<file path="config.mk">
export PLATFORM = sky130hd
export DESIGN_NAME = div_sign_restore
export DESIGN_NICKNAME = d
export VERILOG_FILES = /design/src/rtl/div_sign_restore.sv
export SDC_FILE = /design/constraint.sdc
export NUM_CORES = 1
export LEC_CHECK = 0
export ABC_AREA = 1
export BUFFER_PORTS_ARGS = -buffer_cell sky130_fd_sc_hd__clkbuf_2
export CORE_MARGIN = 2
export CORE_UTILIZATION = 40
export CTS_BUF_LIST = sky130_fd_sc_hd__clkbuf_4
export DETAILED_ROUTE_END_ITERATION = 8
export PLACE_DENSITY_LB_ADDON = 0.08
export SYNTH_ARGS = -nofsm -noshare
export SYNTH_HDL_FRONTEND = slang
export SYNTH_SLANG_ARGS = --single-unit
</file>
<file path="constraint.sdc">
create_clock -name clock -period 2 [get_ports clock]
set_input_delay 0.6 -clock clock [delete_from_list [all_inputs] [get_ports clock]]
set_output_delay 0.6 -clock clock [all_outputs]
set_load 0.02 [all_outputs]
</file>
<file path="src/rtl/div_sign_restore.sv">
// Sign restoration and RISC-V DIV/REM fix-up for the signed divide path.
// Two-stage elastic valid/ready pipeline; outputs are driven straight from S2 flops.
module div_sign_restore #(
  parameter int WIDTH = 32,
  parameter int TAG_W = 4
) (
  input  logic             clock,
  input  logic             reset,
  input  logic             io_kill,
  input  logic             io_in_valid,
  output logic             io_in_ready,
  input  logic [WIDTH-1:0] io_in_quot,
  input  logic [WIDTH-1:0] io_in_rem,
  input  logic             io_in_aSign,
  input  logic             io_in_bSign,
  input  logic             io_in_divZero,
  input  logic [WIDTH-1:0] io_in_dividend,
  input  logic [TAG_W-1:0] io_in_tag,
  output logic             io_out_valid,
  input  logic             io_out_ready,
  output logic [WIDTH-1:0] io_out_quot,
  output logic [WIDTH-1:0] io_out_rem,
  output logic [TAG_W-1:0] io_out_tag
);

  function automatic logic [WIDTH-1:0] negate(input logic [WIDTH-1:0] v);
    return {WIDTH{1'b0}} - v;
  endfunction

  logic             run_q, run_d;
  logic             s1_valid_q, s1_valid_d;
  logic [WIDTH-1:0] s1_quot_q, s1_quot_d;
  logic [WIDTH-1:0] s1_rem_q, s1_rem_d;
  logic             s1_asign_q, s1_asign_d;
  logic             s1_bsign_q, s1_bsign_d;
  logic             s1_divzero_q, s1_divzero_d;
  logic [WIDTH-1:0] s1_dividend_q, s1_dividend_d;
  logic [TAG_W-1:0] s1_tag_q, s1_tag_d;
  logic             s2_valid_q, s2_valid_d;
  logic [WIDTH-1:0] s2_quot_q, s2_quot_d;
  logic [WIDTH-1:0] s2_rem_q, s2_rem_d;
  logic [TAG_W-1:0] s2_tag_q, s2_tag_d;

  logic             adv1, adv2, in_fire;
  logic [WIDTH-1:0] rest_quot, rest_rem;

  // run_q keeps io_in_ready low until the first edge after reset release.
  assign adv2        = !s2_valid_q | io_out_ready;
  assign adv1        = !s1_valid_q | adv2;
  assign io_in_ready = run_q & adv1 & !io_kill;
  assign in_fire     = io_in_valid & io_in_ready;

  // Restore two's-complement results from the S1 magnitudes.
  always_comb begin
    rest_quot = s1_quot_q;
    rest_rem  = s1_rem_q;
    if (s1_divzero_q) begin
      rest_quot = {WIDTH{1'b1}};
      rest_rem  = s1_dividend_q;
    end else begin
      rest_quot = (s1_asign_q ^ s1_bsign_q) ? negate(s1_quot_q) : s1_quot_q;
      rest_rem  = s1_asign_q ? negate(s1_rem_q) : s1_rem_q;
    end
  end

  // Next-state for both pipeline stages.
  always_comb begin
    run_d         = 1'b1;
    s1_valid_d    = s1_valid_q;
    s1_quot_d     = s1_quot_q;
    s1_rem_d      = s1_rem_q;
    s1_asign_d    = s1_asign_q;
    s1_bsign_d    = s1_bsign_q;
    s1_divzero_d  = s1_divzero_q;
    s1_dividend_d = s1_dividend_q;
    s1_tag_d      = s1_tag_q;
    s2_valid_d    = s2_valid_q;
    s2_quot_d     = s2_quot_q;
    s2_rem_d      = s2_rem_q;
    s2_tag_d      = s2_tag_q;
    if (io_kill) begin
      s1_valid_d = 1'b0;
      s2_valid_d = 1'b0;
    end else begin
      if (in_fire) begin
        s1_valid_d    = 1'b1;
        s1_quot_d     = io_in_quot;
        s1_rem_d      = io_in_rem;
        s1_asign_d    = io_in_aSign;
        s1_bsign_d    = io_in_bSign;
        s1_divzero_d  = io_in_divZero;
        s1_dividend_d = io_in_dividend;
        s1_tag_d      = io_in_tag;
      end else if (adv2) begin
        s1_valid_d = 1'b0;
      end else begin
        s1_valid_d = s1_valid_q;
      end
      if (adv2) begin
        s2_valid_d = s1_valid_q;
        if (s1_valid_q) begin
          s2_quot_d = rest_quot;
          s2_rem_d  = rest_rem;
          s2_tag_d  = s1_tag_q;
        end else begin
          s2_quot_d = s2_quot_q;
        end
      end else begin
        s2_valid_d = s2_valid_q;
      end
    end
  end

  // State registers with asynchronous active-low reset.
  always_ff @(posedge clock or negedge reset) begin
    if (!reset) begin
      run_q         <= 1'b0;
      s1_valid_q    <= 1'b0;
      s1_quot_q     <= {WIDTH{1'b0}};
      s1_rem_q      <= {WIDTH{1'b0}};
      s1_asign_q    <= 1'b0;
      s1_bsign_q    <= 1'b0;
      s1_divzero_q  <= 1'b0;
      s1_dividend_q <= {WIDTH{1'b0}};
      s1_tag_q      <= {TAG_W{1'b0}};
      s2_valid_q    <= 1'b0;
      s2_quot_q     <= {WIDTH{1'b0}};
      s2_rem_q      <= {WIDTH{1'b0}};
      s2_tag_q      <= {TAG_W{1'b0}};
    end else begin
      run_q         <= run_d;
      s1_valid_q    <= s1_valid_d;
      s1_quot_q     <= s1_quot_d;
      s1_rem_q      <= s1_rem_d;
      s1_asign_q    <= s1_asign_d;
      s1_bsign_q    <= s1_bsign_d;
      s1_divzero_q  <= s1_divzero_d;
      s1_dividend_q <= s1_dividend_d;
      s1_tag_q      <= s1_tag_d;
      s2_valid_q    <= s2_valid_d;
      s2_quot_q     <= s2_quot_d;
      s2_rem_q      <= s2_rem_d;
      s2_tag_q      <= s2_tag_d;
    end
  end

  assign io_out_valid = s2_valid_q;
  assign io_out_quot  = s2_quot_q;
  assign io_out_rem   = s2_rem_q;
  assign io_out_tag   = s2_tag_q;

endmodule

</file>
==> impl_summary.txt <==
----------------------------------------------------
[Outcome]
  Run status ... complete, but fails checks
  Violated checks ... setup timing

[GRT]
  Pin count of the biggest net entering global routing ... 42
  Number of antenna violations at the first check in global routing ... 2
  Overflow left after global routing ... 0
  First-pass GRT wire length ... roughly 38000 um
  Total global routing track utilization ... a little over a fifth
  Via count of the first global-routing pass ... about 7600

[Layout]
  Utilization after layout ... 49.8%
  Final-stage net count ... roughly 1400
  Final Instance Count excl. Fillers ... ~1600
  Area delta synth->final ... 21.9%
  Share of post-route cells with drive strength above 1 ... ~23%

[Yosys]
  Synthesized instance count ... roughly 1100
  Total standard cell area after synthesis ... 8620 um^2
  Number of distinct library cells after synthesis ... 37
  Sequential-to-total area share from yosys stat ... between 50% and 60%
  Total nets after synthesis ... roughly 1200
  Number of register bits inferred by synthesis ... approximately 170
  Average instance area after synthesis ... about 7.8 um^2
  Number of warnings printed during yosys synthesis ... 0

[Timing]
  Setup repair after global routing missed its margin ... yes
  Slew headroom ... between 60% and 70%
  Number of failing hold endpoints at the final stage ... 0
  Total Negative Setup Slacks ... -0.0122 ns
  Minimum clock period after layout ... just over 2 ns
  Worst clock skew ... 0.0236 ns
  # setup viols final ... 1
  Measured slew at the worst slew-check pin ... 0.551 ns
  Post-route worst setup slack ... -0.0122 ns
  Pins Over Slew Limit ... 0
  Share of the clock period used by the worst path after layout ... 101%
  Maximum achievable frequency ... about 500 MHz

[Critical path]
  Required @ worst endpoint ... ~1.4 ns
  Chain of cells forming the critical path ... inv_2 -> nor2_4 -> nand2_2 -> nand3_2 -> inv_2 -> buf_8
  Crit path arrival time ... approximately 1.4 ns
  Crit. End Element ... primary output
  Most frequent CP cell ... sky130_fd_sc_hd__inv_2
  Startpoint Class ... flop
  R2R Setup Slk ... between 0.15 and 0.2 ns
  Maximum fanout count along the critical path ... 2
  Crit-path slowest cell ... sky130_fd_sc_hd__dfrtp_1
  Worst path max stage delay ... ~0.42 ns
  Setup Crit Path Kind ... flop to primary output

[Clock network]
  Number of levels the H-tree was split into ... 4
  Largest buffer count on any clock path ... 2
  Root buf cell ... sky130_fd_sc_hd__clkbuf_4
  Inserted Clock Buffers ... 17
  Sinks on Clock Net ... between 150 and 200
  TritonCTS clock tree ... yes
  Worst skew pair latency ... between 0.5 and 0.6 ns
  Clock-pin slew of the registers on the worst-case setup and hold paths ... between 0.15 and 0.2 ns

[Route]
  Detail-routed via count per cell ... between 4 and 5
  ANT nets after route ... 0
  Number of search-and-repair iterations in the first detailed-routing pass ... 5
  # DRC ... 0
  Number of DRC markers after the initial detailed-route iteration ... 470
  Average detailed-routed wire length per instance ... approximately 15 um
  Number of vias after detailed routing ... between 7000 and 8000
  Detailed Route WL ... 23800 um

[Floorplan]
  Initial core utilization ... about two fifths
  Standard-cell rows ... 53
  DIE AREA ... between 20000 and 25000 um^2
  Std-Cell Core Area ... 21100 um^2
  Ports ... 178
  Die Y-Extent ... 151 um
  Horizontal extent of the die ... ~150 um

[Placement]
  Post-detailed-placement half-perimeter wirelength ... between 15000 and 20000 um
  I/O Buffers ... around 180
  Weighted congestion at the end of routability-driven global placement ... 0.858
  Placed instance count ... 1547

[Flow run]
  Maxcap violations ... 0

[Power]
  Maximum vdd ir drop ... 0.375 mV
  PwrDens ... 932 nW/um^2
  Leak pwr ... between 5 and 6 nW
  Overall Power ... 9.79 mW

[Worst hold path]
  Kind of path behind the tightest hold check ... input port to flop

----------------------------------------------------
cells by family (layout without fill, tap and decap cells):
group	Yosys count	after routing	share of synthesized area, %
other	1	3	0.0435
XOR/XNOR	8	8	0.813
AO/OA/AOI/OAI	212	212	12.8
adder cells (fa/ha/maj)	2	2	0.290
buffers and inverters	168	380	7.82
multiplexers	19	19	2.48
flip-flops	174	174	50.5
AND/OR/NAND/NOR	515	516	25.2
synthesized netlist by cell type (all sizes together):
library cell	instances	area share [%]
o21ai	55	3.2
inv	124	5.4
nor3	4	0.36
and3	1	0.073
conb	1	0.044
and2	2	0.15
nand3	88	5.2
o22a	1	0.10
a21oi	133	7.7
clkinv	1	0.044
xnor2	1	0.10
mux2	19	2.5
nor2	174	8.0
ha	2	0.29
nand2	229	10
a31oi	6	0.44
dfrtp	174	51
xor2	7	0.71
or2	4	0.29
nand4	13	0.94
buf	24	1.6
clkbuf	19	0.83
o21a	2	0.17
o211ai	5	0.44
a21o	1	0.087
o22ai	9	0.65
worst max-delay path: cells and delay by family, from the launching register on:
kind / cells / cell delay, ns
flip-flops: 1 / 0.42
AND/OR/NAND/NOR: 3 / 0.18
buffers and inverters: 3 / 0.26
cells in the final DEF, fill, tap and decap left out, types with 3 or more instances in the layout:
master	Yosys	layout
sky130_fd_sc_hd__or2_2	4	4
sky130_fd_sc_hd__clkinv_2	0	3
sky130_fd_sc_hd__inv_6	0	3
sky130_fd_sc_hd__nand2_2	4	6
sky130_fd_sc_hd__xor2_1	7	7
sky130_fd_sc_hd__clkbuf_2	0	175
sky130_fd_sc_hd__o22ai_1	9	9
sky130_fd_sc_hd__o211ai_1	5	5
sky130_fd_sc_hd__nand3_2	2	4
sky130_fd_sc_hd__clkinvlp_4	0	3
sky130_fd_sc_hd__a31oi_1	6	6
sky130_fd_sc_hd__a21oi_1	133	133
sky130_fd_sc_hd__inv_2	3	5
sky130_fd_sc_hd__clkinv_1	1	4
sky130_fd_sc_hd__nor2_4	4	6
sky130_fd_sc_hd__nand2_1	224	221
sky130_fd_sc_hd__nor3_1	3	3
sky130_fd_sc_hd__inv_1	121	119
sky130_fd_sc_hd__nand4_1	13	13
sky130_fd_sc_hd__o21ai_0	50	50
sky130_fd_sc_hd__nand3_1	86	84
sky130_fd_sc_hd__o21ai_1	5	5
sky130_fd_sc_hd__clkbuf_4	0	17
sky130_fd_sc_hd__buf_4	1	32
sky130_fd_sc_hd__mux2_2	19	19
sky130_fd_sc_hd__nor2_1	167	167
sky130_fd_sc_hd__buf_12	0	13
sky130_fd_sc_hd__dfrtp_1	174	174
registers in the layout, summed over array words and instances, names as in the netlist:
name / count
s1_quot_q: 32
s1_valid_q: 1
run_q: 1
s1_tag_q: 4
io_out_tag: 4
io_out_quot: 32
io_out_rem: 32
s1_divzero_q: 1
s1_bsign_q: 1
s1_rem_q: 32
s1_dividend_q: 32
s1_asign_q: 1
io_out_valid: 1
stage by stage:
stage	setup WS (ns)	area, um^2	hold WS, ns
after floorplan	0.170	8620	0.304
after global placement	0.0969	10100	0.464
after detailed placement	0.0858	10100	0.466
after CTS	-0.0647	10400	0.196
after global routing	-0.121	10500	0.197
final	-0.0122	10500	0.234
area by class of cell:
cell class | count | area, um^2
fill | 2186 | 10600
sequential | 174 | 4350
multi-input combinational | 758 | 3650
timing repair buffer | 223 | 1410
inverter | 125 | 469
tap | 275 | 344
clock inverter | 15 | 144
clock buffer | 17 | 128
antenna | 2 | 5.00
metal layers:
| layer | wire length, um | up-vias | global-route usage (%) |
|---|---|---|---|
| li1 | - | 3952 | - |
| met1 | 10700 | 3686 | 28.0 |
| met2 | 11700 | 175 | 37.0 |
| met3 | 977 | 38 | 3.70 |
| met4 | 467 | 0 | 6.36 |
| met5 | 0 | - | 0 |
report_power, final:
| group | internal, mW | switching [mW] |
|---|---|---|
| sequential | 4.21 | 0.448 |
| clock | 0.735 | 1.30 |
| combinational | 1.08 | 2.01 |
final timing paths:
path / endpoint / cells after the start / start
max in group asynchronous: io_out_quot[30] / 3 / reset
min reg2reg: io_out_rem[16] / 2 / io_out_rem[16]
min in group asynchronous: io_out_rem[25] / 2 / reset
max reg2reg: io_out_quot[29] / 11 / s1_asign_q
max: io_in_ready / 6 / io_out_valid
min: s1_quot_q[15] / 2 / io_in_quot[15]
timing repair:
action | in CTS | in global routing
setup buffers | 2 | 4
resized for setup | 7 | 6
endpoints found under the setup margin | 1 | 15
endpoints found under the hold margin | 33 | 0
gates cloned | 0 | 1
pin swaps | 2 | 4
hold buffers | 1 | 0
(Power assumes the default switching activity.)
